$ cat src/rtl/reorder_buffer_pkg.sv
// Shared widths and entry type codes for the reorder buffer and its neighbours.
package reorder_buffer_pkg;

    localparam int ROB_SIZE    = 16;
    localparam int ROB_POS_WID = $clog2(ROB_SIZE);
    localparam int ROB_ID_WID  = ROB_POS_WID;
    localparam int REG_POS_WID = 5;
    localparam int DATA_WID    = 32;
    localparam int ADDR_WID    = 32;
    localparam int CNT_WID     = 32;

    typedef enum logic [1:0] {
        ROB_TYPE_REG = 2'd0,
        ROB_TYPE_BR  = 2'd1,
        ROB_TYPE_ST  = 2'd2
    } rob_type_e;

endpackage

$ cat src/rtl/reorder_buffer.sv
// Circular in-order retirement buffer: allocates rename positions, collects
// ALU/LSB results, retires one entry per cycle and raises rollback on a
// mispredicted branch.
// Optional build macro ROB_PERF_CNT_EN adds commit / mispredict counters.
module reorder_buffer
    import reorder_buffer_pkg::*;
(
    input  logic                   clk,
    input  logic                   rst,
    input  logic                   rdy,
    output logic                   rollback,
    output logic                   rob_full,
    output logic [ROB_POS_WID-1:0] rob_next_pos,
    input  logic                   issue,
    input  logic [REG_POS_WID-1:0] issue_rd,
    input  logic [1:0]             issue_type,
    input  logic [ADDR_WID-1:0]    issue_pc,
    input  logic                   issue_pred_jump,
    input  logic                   alu_result,
    input  logic [ROB_POS_WID-1:0] alu_result_pos,
    input  logic [DATA_WID-1:0]    alu_result_val,
    input  logic                   alu_result_jump,
    input  logic [ADDR_WID-1:0]    alu_result_pc,
    input  logic                   lsb_result,
    input  logic [ROB_POS_WID-1:0] lsb_result_pos,
    input  logic [DATA_WID-1:0]    lsb_result_val,
    input  logic [ROB_POS_WID-1:0] query_rs1_pos,
    output logic                   query_rs1_ready,
    output logic [DATA_WID-1:0]    query_rs1_val,
    input  logic [ROB_POS_WID-1:0] query_rs2_pos,
    output logic                   query_rs2_ready,
    output logic [DATA_WID-1:0]    query_rs2_val,
    output logic                   rob_commit,
    output logic [REG_POS_WID-1:0] rob_commit_rd,
    output logic [DATA_WID-1:0]    rob_commit_val,
    output logic [ROB_POS_WID-1:0] rob_commit_rob_pos,
    output logic                   lsb_store_commit,
    output logic [ADDR_WID-1:0]    rollback_pc
`ifdef ROB_PERF_CNT_EN
    ,
    output logic [CNT_WID-1:0]     perf_commit_cnt,
    output logic [CNT_WID-1:0]     perf_mispredict_cnt
`endif
);

    localparam logic [ROB_POS_WID:0]   FULL_CNT = (ROB_POS_WID+1)'(ROB_SIZE);
    localparam logic [ROB_POS_WID-1:0] POS_ONE  = ROB_POS_WID'(1);

    logic [ROB_POS_WID-1:0] head;
    logic [ROB_POS_WID-1:0] tail;
    logic [ROB_POS_WID:0]   count;

    logic [ROB_SIZE-1:0]    busy;
    logic [ROB_SIZE-1:0]    ready;
    logic [ROB_SIZE-1:0]    ent_pred_jump;
    logic [ROB_SIZE-1:0]    ent_real_jump;
    rob_type_e              ent_type    [ROB_SIZE];
    logic [REG_POS_WID-1:0] ent_rd      [ROB_SIZE];
    logic [DATA_WID-1:0]    ent_val     [ROB_SIZE];
    logic [ADDR_WID-1:0]    ent_jump_pc [ROB_SIZE];

    logic issue_acc;
    logic alu_acc;
    logic lsb_acc;
    logic head_done;
    logic head_is_st;
    logic head_misp;

    // The redirect target is supplied by the ALU, so the issue PC is not kept.
    logic unused_issue_pc;
    assign unused_issue_pc = ^issue_pc;

    assign rob_full     = (count == FULL_CNT);
    assign rob_next_pos = tail;

    // Accept/commit qualifiers; nothing is accepted while stalled or flushing.
    always_comb begin
        issue_acc  = rdy && !rollback && issue && !rob_full;
        alu_acc    = rdy && !rollback && alu_result && busy[alu_result_pos];
        lsb_acc    = rdy && !rollback && lsb_result && busy[lsb_result_pos];
        head_done  = rdy && !rollback && busy[head] && ready[head];
        head_is_st = (ent_type[head] == ROB_TYPE_ST);
        head_misp  = (ent_type[head] == ROB_TYPE_BR) &&
                     (ent_real_jump[head] != ent_pred_jump[head]);
    end

    // Operand forwarding: a same-cycle writeback bypasses the stored entry.
    always_comb begin
        query_rs1_ready = ready[query_rs1_pos];
        query_rs1_val   = ent_val[query_rs1_pos];
        if (alu_result && alu_result_pos == query_rs1_pos) begin
            query_rs1_ready = 1'b1;
            query_rs1_val   = alu_result_val;
        end else if (lsb_result && lsb_result_pos == query_rs1_pos) begin
            query_rs1_ready = 1'b1;
            query_rs1_val   = lsb_result_val;
        end

        query_rs2_ready = ready[query_rs2_pos];
        query_rs2_val   = ent_val[query_rs2_pos];
        if (alu_result && alu_result_pos == query_rs2_pos) begin
            query_rs2_ready = 1'b1;
            query_rs2_val   = alu_result_val;
        end else if (lsb_result && lsb_result_pos == query_rs2_pos) begin
            query_rs2_ready = 1'b1;
            query_rs2_val   = lsb_result_val;
        end
    end

    // Pointers, occupancy, status bits and registered commit/rollback outputs.
    always_ff @(posedge clk) begin
        if (rst) begin
            head               <= '0;
            tail               <= '0;
            count              <= '0;
            busy               <= '0;
            ready              <= '0;
            rollback           <= 1'b0;
            rollback_pc        <= '0;
            rob_commit         <= 1'b0;
            rob_commit_rd      <= '0;
            rob_commit_val     <= '0;
            rob_commit_rob_pos <= '0;
            lsb_store_commit   <= 1'b0;
        end else if (rdy) begin
            rob_commit       <= 1'b0;
            lsb_store_commit <= 1'b0;
            rollback         <= 1'b0;
            if (rollback) begin
                // Flush cycle: everything younger than the branch is dropped.
                head  <= '0;
                tail  <= '0;
                count <= '0;
                busy  <= '0;
                ready <= '0;
            end else begin
                if (alu_acc) begin
                    ready[alu_result_pos] <= 1'b1;
                end
                if (lsb_acc) begin
                    ready[lsb_result_pos] <= 1'b1;
                end
                if (head_done) begin
                    busy[head]         <= 1'b0;
                    ready[head]        <= 1'b0;
                    head               <= head + POS_ONE;
                    rob_commit_rob_pos <= head;
                    if (head_is_st) begin
                        lsb_store_commit <= 1'b1;
                    end else begin
                        rob_commit     <= 1'b1;
                        rob_commit_rd  <= ent_rd[head];
                        rob_commit_val <= ent_val[head];
                    end
                    if (head_misp) begin
                        rollback    <= 1'b1;
                        rollback_pc <= ent_jump_pc[head];
                    end
                end
                if (issue_acc) begin
                    busy[tail]  <= 1'b1;
                    ready[tail] <= (rob_type_e'(issue_type) == ROB_TYPE_ST);
                    tail        <= tail + POS_ONE;
                end
                count <= count + (ROB_POS_WID+1)'(issue_acc)
                               - (ROB_POS_WID+1)'(head_done);
            end
        end else begin
            rob_commit       <= 1'b0;
            lsb_store_commit <= 1'b0;
        end
    end

    // Entry payload; validity lives in busy/ready so no reset is needed here.
    always_ff @(posedge clk) begin
        if (issue_acc) begin
            ent_type[tail]      <= rob_type_e'(issue_type);
            ent_rd[tail]        <= issue_rd;
            ent_val[tail]       <= '0;
            ent_pred_jump[tail] <= issue_pred_jump;
            ent_real_jump[tail] <= 1'b0;
            ent_jump_pc[tail]   <= '0;
        end
        if (alu_acc) begin
            ent_val[alu_result_pos]       <= alu_result_val;
            ent_real_jump[alu_result_pos] <= alu_result_jump;
            ent_jump_pc[alu_result_pos]   <= alu_result_pc;
        end
        if (lsb_acc && ent_type[lsb_result_pos] != ROB_TYPE_ST) begin
            ent_val[lsb_result_pos] <= lsb_result_val;
        end
    end

`ifdef ROB_PERF_CNT_EN
    // Event counters survive rollback; only rst clears them.
    always_ff @(posedge clk) begin
        if (rst) begin
            perf_commit_cnt     <= '0;
            perf_mispredict_cnt <= '0;
        end else begin
            if (head_done && !head_is_st) begin
                perf_commit_cnt <= perf_commit_cnt + CNT_WID'(1);
            end
            if (head_done && head_misp) begin
                perf_mispredict_cnt <= perf_mispredict_cnt + CNT_WID'(1);
            end
        end
    end
`else
    // Counters not built in this configuration.
`endif

endmodule

$ cat config.mk
export PLATFORM = sky130hd
export DESIGN_NAME = reorder_buffer
export DESIGN_NICKNAME = d
export VERILOG_FILES = /design/src/rtl/reorder_buffer_pkg.sv /design/src/rtl/reorder_buffer.sv
export SDC_FILE = /design/constraint.sdc
export NUM_CORES = 2
export LEC_CHECK = 0
export ABC_AREA = 0
export BUFFER_PORTS_ARGS = -buffer_cell sky130_fd_sc_hd__buf_2
export CAP_MARGIN = 30
export CORE_ASPECT_RATIO = 1.5
export CORE_MARGIN = 2
export CORE_UTILIZATION = 43
export DETAILED_ROUTE_END_ITERATION = 6
export PLACE_DENSITY = 0.61
export SYNTH_ARGS = -nofsm -noshare
export SYNTH_HDL_FRONTEND = slang
export SYNTH_SLANG_ARGS = --single-unit
$ cat constraint.sdc
create_clock -name clk -period 4 [get_ports clk]
set_clock_uncertainty 0.2 [all_clocks]
set_input_delay 0.6 -clock clk [delete_from_list [all_inputs] [get_ports clk]]
set_output_delay 0.6 -clock clk [all_outputs]
set_load 0.03 [all_outputs]
After elaboration in Yosys (flattened, before gate mapping) --
Memory sizes are Yosys's and may differ from the RTL's. A register that Yosys moved wholly into a read port is not among the register bits. Cells that the tools add are included. W data, S select, Z words.
Storage, ports and cells: register bits 84, RAM bits 1136, bits of input ports 159, logic and storage cells 155, memories 4
Memory list:
- ent_jump_pc | words 16, width 32, read ports 1, clocked after Yosys merged registers in 1, write ports 2, RTL line reorder_buffer.sv:60 | logic [ADDR_WID-1:0] ent_jump_pc [ROB_SIZE];
- ent_val | words 16, width 32, read ports 3, clocked after Yosys merged registers in 1, write ports 3, RTL line reorder_buffer.sv:59 | logic [DATA_WID-1:0] ent_val [ROB_SIZE];
- ent_rd | words 16, width 5, read ports 1, clocked after Yosys merged registers in 1, write ports 1, RTL line reorder_buffer.sv:58 | logic [REG_POS_WID-1:0] ent_rd [ROB_SIZE];
- ent_type | words 16, width 2, read ports 2, clocked after Yosys merged registers in 1, write ports 1, RTL line reorder_buffer.sv:57 | rob_type_e ent_type [ROB_SIZE];
Cells by class: $add $sub $neg 4, order comparisons 10, equal/unequal tests 10, mux-type cells 75, bitwise gates (word level) 12, reductions and logical operators 29
Operator list (count):
- $mux W16 | 22
- $mux W32 | 4
- $and A16 B16 Y16 | 3
- $bwmux W16 | 3
- $or A16 B16 Y16 | 3
- $bmux W1 S4 | 8
- $not A16 Y16 | 2
- $lt A4 B5 Y1 const B | 6
- $mux W1 | 27
- $mux W4 | 6
- $logic_and A1 B1 Y1 | 19
- $demux W1 S4 | 4
- $eq A4 B4 Y1 | 4
- $ge A4 B1 Y1 const B | 4
- $add A4 B1 Y4 const B | 2
- $reduce_and A4 Y1 | 2
- $add A5 B1 Y5 | 1
- $eq A5 B5 Y1 const B | 1
- $mux W5 | 1
- $sub A5 B1 Y5 | 1
- $eq A2 B2 Y1 const B | 2
- $not A1 Y1 | 4
- $reduce_and A2 Y1 | 2
- $reduce_bool A2 Y1 | 2
- 6 further kinds | 7

Longest topological paths before layout --
word-level depth 22, mapped depth 20

Worst setup path after synthesis --
OpenSTA, ideal clock, no wires.
kind input to output, start point input query_rs1_pos[0], end point output query_rs1_val[10], arrival 3189 ps, setup slack 11 ps, stages 8, cells stage by stage clkbuf_1 -> clkbuf_1 -> buf_2 -> xor2_1 -> nor4_2 -> buf_2 -> mux2i_1 -> o21ai_0
Between the ends: cells in the longest elaborated chain, start to end 4
Ends and longest elaborated chain:
- start, declared | RTL line reorder_buffer.sv:27 | input logic [ROB_POS_WID-1:0] query_rs1_pos,
- parallel branches: the longest is 3 deep, another holds $mem_v2 Z16 W32
- $mux W32 (*) | RTL line reorder_buffer.sv:91 | if (alu_result && alu_result_pos == query_rs1_pos) begin
- end, declared | RTL line reorder_buffer.sv:29 | output logic [DATA_WID-1:0] query_rs1_val,
Every way passes the cells marked *.

==> summary.md <==
| Metric | Value |
|---|---|
| All-Layer GR Usage | 0.299 |
| Pre-CTS setup slack | 0.357 ns |
| Worst-path clk slew | 0.06 ns |
| Synth Area in XOR/XNOR | 0.00259 |
| Post-Synth Adder-Cell Area | 0.00275 |
| Max cap viols | 0 |
| DR vias/cell | 6.37 |
| FMAX | 0.268 GHz |
| Post-synthesis sequential area ratio | 0.527 |
| Setup CP Type | flop to output pin |
| Post-synthesis compound-gate area fraction | 0.0585 |
| Leak pwr | 25.3 nW |
| Peak VDD IR | 0.410 mV |
| Initial DRC Count | 6536 |
| Htree depth | 4 |
| Cells on worst reg2reg path | 16 |
| Layout area overhead | 12.5% |
| Most frequent cells in the layout | 1190 x nand2_1, 1152 x edfxtp_1, 704 x mux4_2, 516 x and2_1, 365 x o21ai_0 |
| Synth Area in Simple Gates | 0.133 |
| R2R Setup Slk | 0.31 ns |
| Layout Cells excl Fill | 7826 |
| Starting density of the core | 0.433 |
| I/O Buffers | 273 |
| RSZ-0062 raised after global routing | no |
| Fin crit share | 0.933 |
| Status | finished, violations left |
| Clock share of power | 0.431 |
| Boundary Pins | 306 |
| Mapped Cells | 5587 |
| Post-DP HPWL | 143 mm |
| First-pass GRT wire length | 357 mm |
| Int Power | 22.5 mW |
| Num CTS Buffers | 135 |
| Worst min path class | input port to flop |
| Placeable core area | 164000 um^2 |
| TritonCTS Sinks | 1293 |
| Vias in the first global route | 50000 |
| Commonest non-fill, non-tap cell in the layout | nand2_1 |
| Largest family of logic cells by synthesized area | multiplexers |
| Longest Clk Path Bufs | 3 |
| FF+latch count, synth | 1293 |
| First-pass DRT Iterations | 7 |
| Via Count | 49800 |
| Sequential Power Share | 0.496 |
| Layout cells sized above 1 | 0.259 |
| Initial antenna violation count | 44 |
| Std-Cell Rows | 182 |
| CTS resizes | 0 |
| Critical Path Fanout Max | 3 |
| Worst EP arrival | 2.93 ns |
| Nets | 5761 |
| Final core utilization | 0.487 |
| Max_slew headroom | 0.207 |
| Final RePlAce weighted congestion | 0.890 |
| Post-Place Cells | 7557 |
| Fill cell count | 14100 |
| Synth Cell Area | 71000 um^2 |
| Synth Net Count | 5761 |
| CP Data Required Time | 3.20 ns |
| Worst setup SP type | flop |
| DRT Wirelength | 252 mm |
| Final Hold Fails | 0 |
| Largest net degree at the start of global routing | 130 |
| Failing checks | design-rule violations |
| Clk Latency, worst-skew pair | 0.80 ns |
| Ys Warns | 0 |
| Setup WS post-layout | 0.268 ns |
| Die area | 168000 um^2 |
| Die Height | 502 um |
| Final setup viols | 0 |
| Crit end category | output pin |
| Total gr overflow | 0 |
| Pwr per Cell Area | 370 nW/um^2 |
| Routed len/inst | 32.2 um |
| CTS tree | built |
| Syn Area/Cell | 12.7 um^2 |
| Number of synthesized flops with an enable pin | 1152 |
| Comb power frac | 0.073 |
| Root buf cell | clkbuf_16 |
| Synth cell types | 58 |
| Hold Path Stages | 2 |
| Switching share of power | 0.238 |
| DRT antenna net count | 0 |
| TNS Setup | 0 ns |
| Die width | 336 um |
| Worst-Margin Slew | 1.19 ns |
| Net Sw Power | 7.05 mW |
| Crit path time final | 3.73 ns |
| Post-synth top flop | edfxtp_1 |
| Max Slew Vio Count | 0 |
| DRC errors left | 2 |
| Multiplexer share of the synthesized area | 0.238 |
| Async SR Flop Fraction | 0 |
-- cell usage after synthesis (14+ instances only) --
| master | instances | area (um^2) |
|---|---|---|
| nand3_1 | 55 | 275 |
| ha_1 | 14 | 175 |
| a21oi_1 | 55 | 275 |
| o221ai_1 | 16 | 140 |
| nor4_1 | 19 | 119 |
| o21ai_1 | 274 | 1370 |
| o21ai_0 | 365 | 1830 |
| and2_1 | 516 | 3230 |
| inv_1 | 38 | 143 |
| a22oi_1 | 16 | 120 |
| nand2b_1 | 93 | 582 |
| dfxtp_1 | 141 | 2820 |
| edfxtp_1 | 1152 | 34600 |
| clkbuf_1 | 410 | 1540 |
| nand2_1 | 1193 | 4480 |
| mux4_2 | 704 | 15900 |
| buf_2 | 139 | 696 |
| and3_1 | 28 | 175 |
| mux2i_1 | 101 | 1010 |
| xor2_1 | 15 | 131 |
| nor2_1 | 37 | 139 |
| buf_1 | 78 | 293 |
-- area by class of cell --
class,count,area (um^2),area share
multi-input combinational,3619,31100,0.389
antenna,10,25.0,0.000313
clock inverter,69,697,0.00872
timing repair buffer,497,4130,0.0517
clock buffer,181,3690,0.0462
tap,2116,2650,0.0331
sequential,1293,37400,0.469
inverter,41,160,0.00200
-- routing by layer --
layer,track usage,share of wire,vias to the layer above
met1,0.357,0.34,24800
met3,0.0762,0.12,930
met2,0.488,0.48,3286
met4,0.182,0.069,56
met5,0,0.0014,-
li1,-,-,20800
-- worst max-delay path, stage by stage (launching register included) --
cell,delay (ns)
edfxtp_1,0.42
mux4_2,0.48
mux4_2,0.48
mux2i_1,0.36
o21ai_0,0.18
buf_2,0.21
-- what timing repair did --
item                                   4_1_cts  5_1_grt
endpoints found under the hold margin      129        0
hold buffers                                 9        0
buffers inserted                             0        0
-- power groups by stage --
stage                     Sequential (mW)  Combinational [mW]  Clock, mW
after detailed placement             15.0                2.12          0
after floorplan                      15.0                1.31          0
after global routing                 14.7                2.24       13.3
after global placement               15.0                2.10          0
final                                14.7                2.15       12.7
after CTS                            14.7                2.13       12.9
-- state kept, by name (all words and copies together) (netlist names), 16 cells and up, named ones only --
signal,flops
ready,16
rollback_pc,32
ent_val,512
ent_rd,80
ent_type,32
ent_real_jump,16
busy,16
ent_jump_pc,512
ent_pred_jump,16
rob_commit_val,32
-- metrics by stage --
step | power (mW) | cell area (um^2) | hold slack [ns]
global placement | 17.1 | 75400 | 0.242
detailed placement | 17.1 | 75400 | 0.248
floorplan | 16.3 | 71000 | 0.231
finish | 29.6 | 79900 | 0.0558
global route | 30.2 | 79900 | 0.0514
CTS | 29.7 | 79900 | 0.00957
-- cell families (layout without fill, tap and decap cells) --
group	after synthesis	count (layout)
flip-flops	1293	1293
AND/OR/NAND/NOR	2005	2005
AO/OA/AOI/OAI	773	773
other	0	10
multiplexers	805	805
buffers and inverters	675	788
adder cells (fa/ha/maj)	15	15
XOR/XNOR	21	21
-- final timing paths --
path                                           start                                  to
setup reg to reg                head[1]$_SDFFE_PP0P_               count[4]$_SDFFE_PP0P_
setup / recovery            ent_val[8][17]$_DFFE_PP_                   query_rs2_val[17]
hold reg to reg   rob_commit_rob_pos[1]$_SDFFE_PP0P_  rob_commit_rob_pos[1]$_SDFFE_PP0P_
hold / removal                     alu_result_pc[20]   ent_jump_pc[11][20]$_SDFFCE_PN0P_
Note: power is estimated with default switching activity, not from simulation.
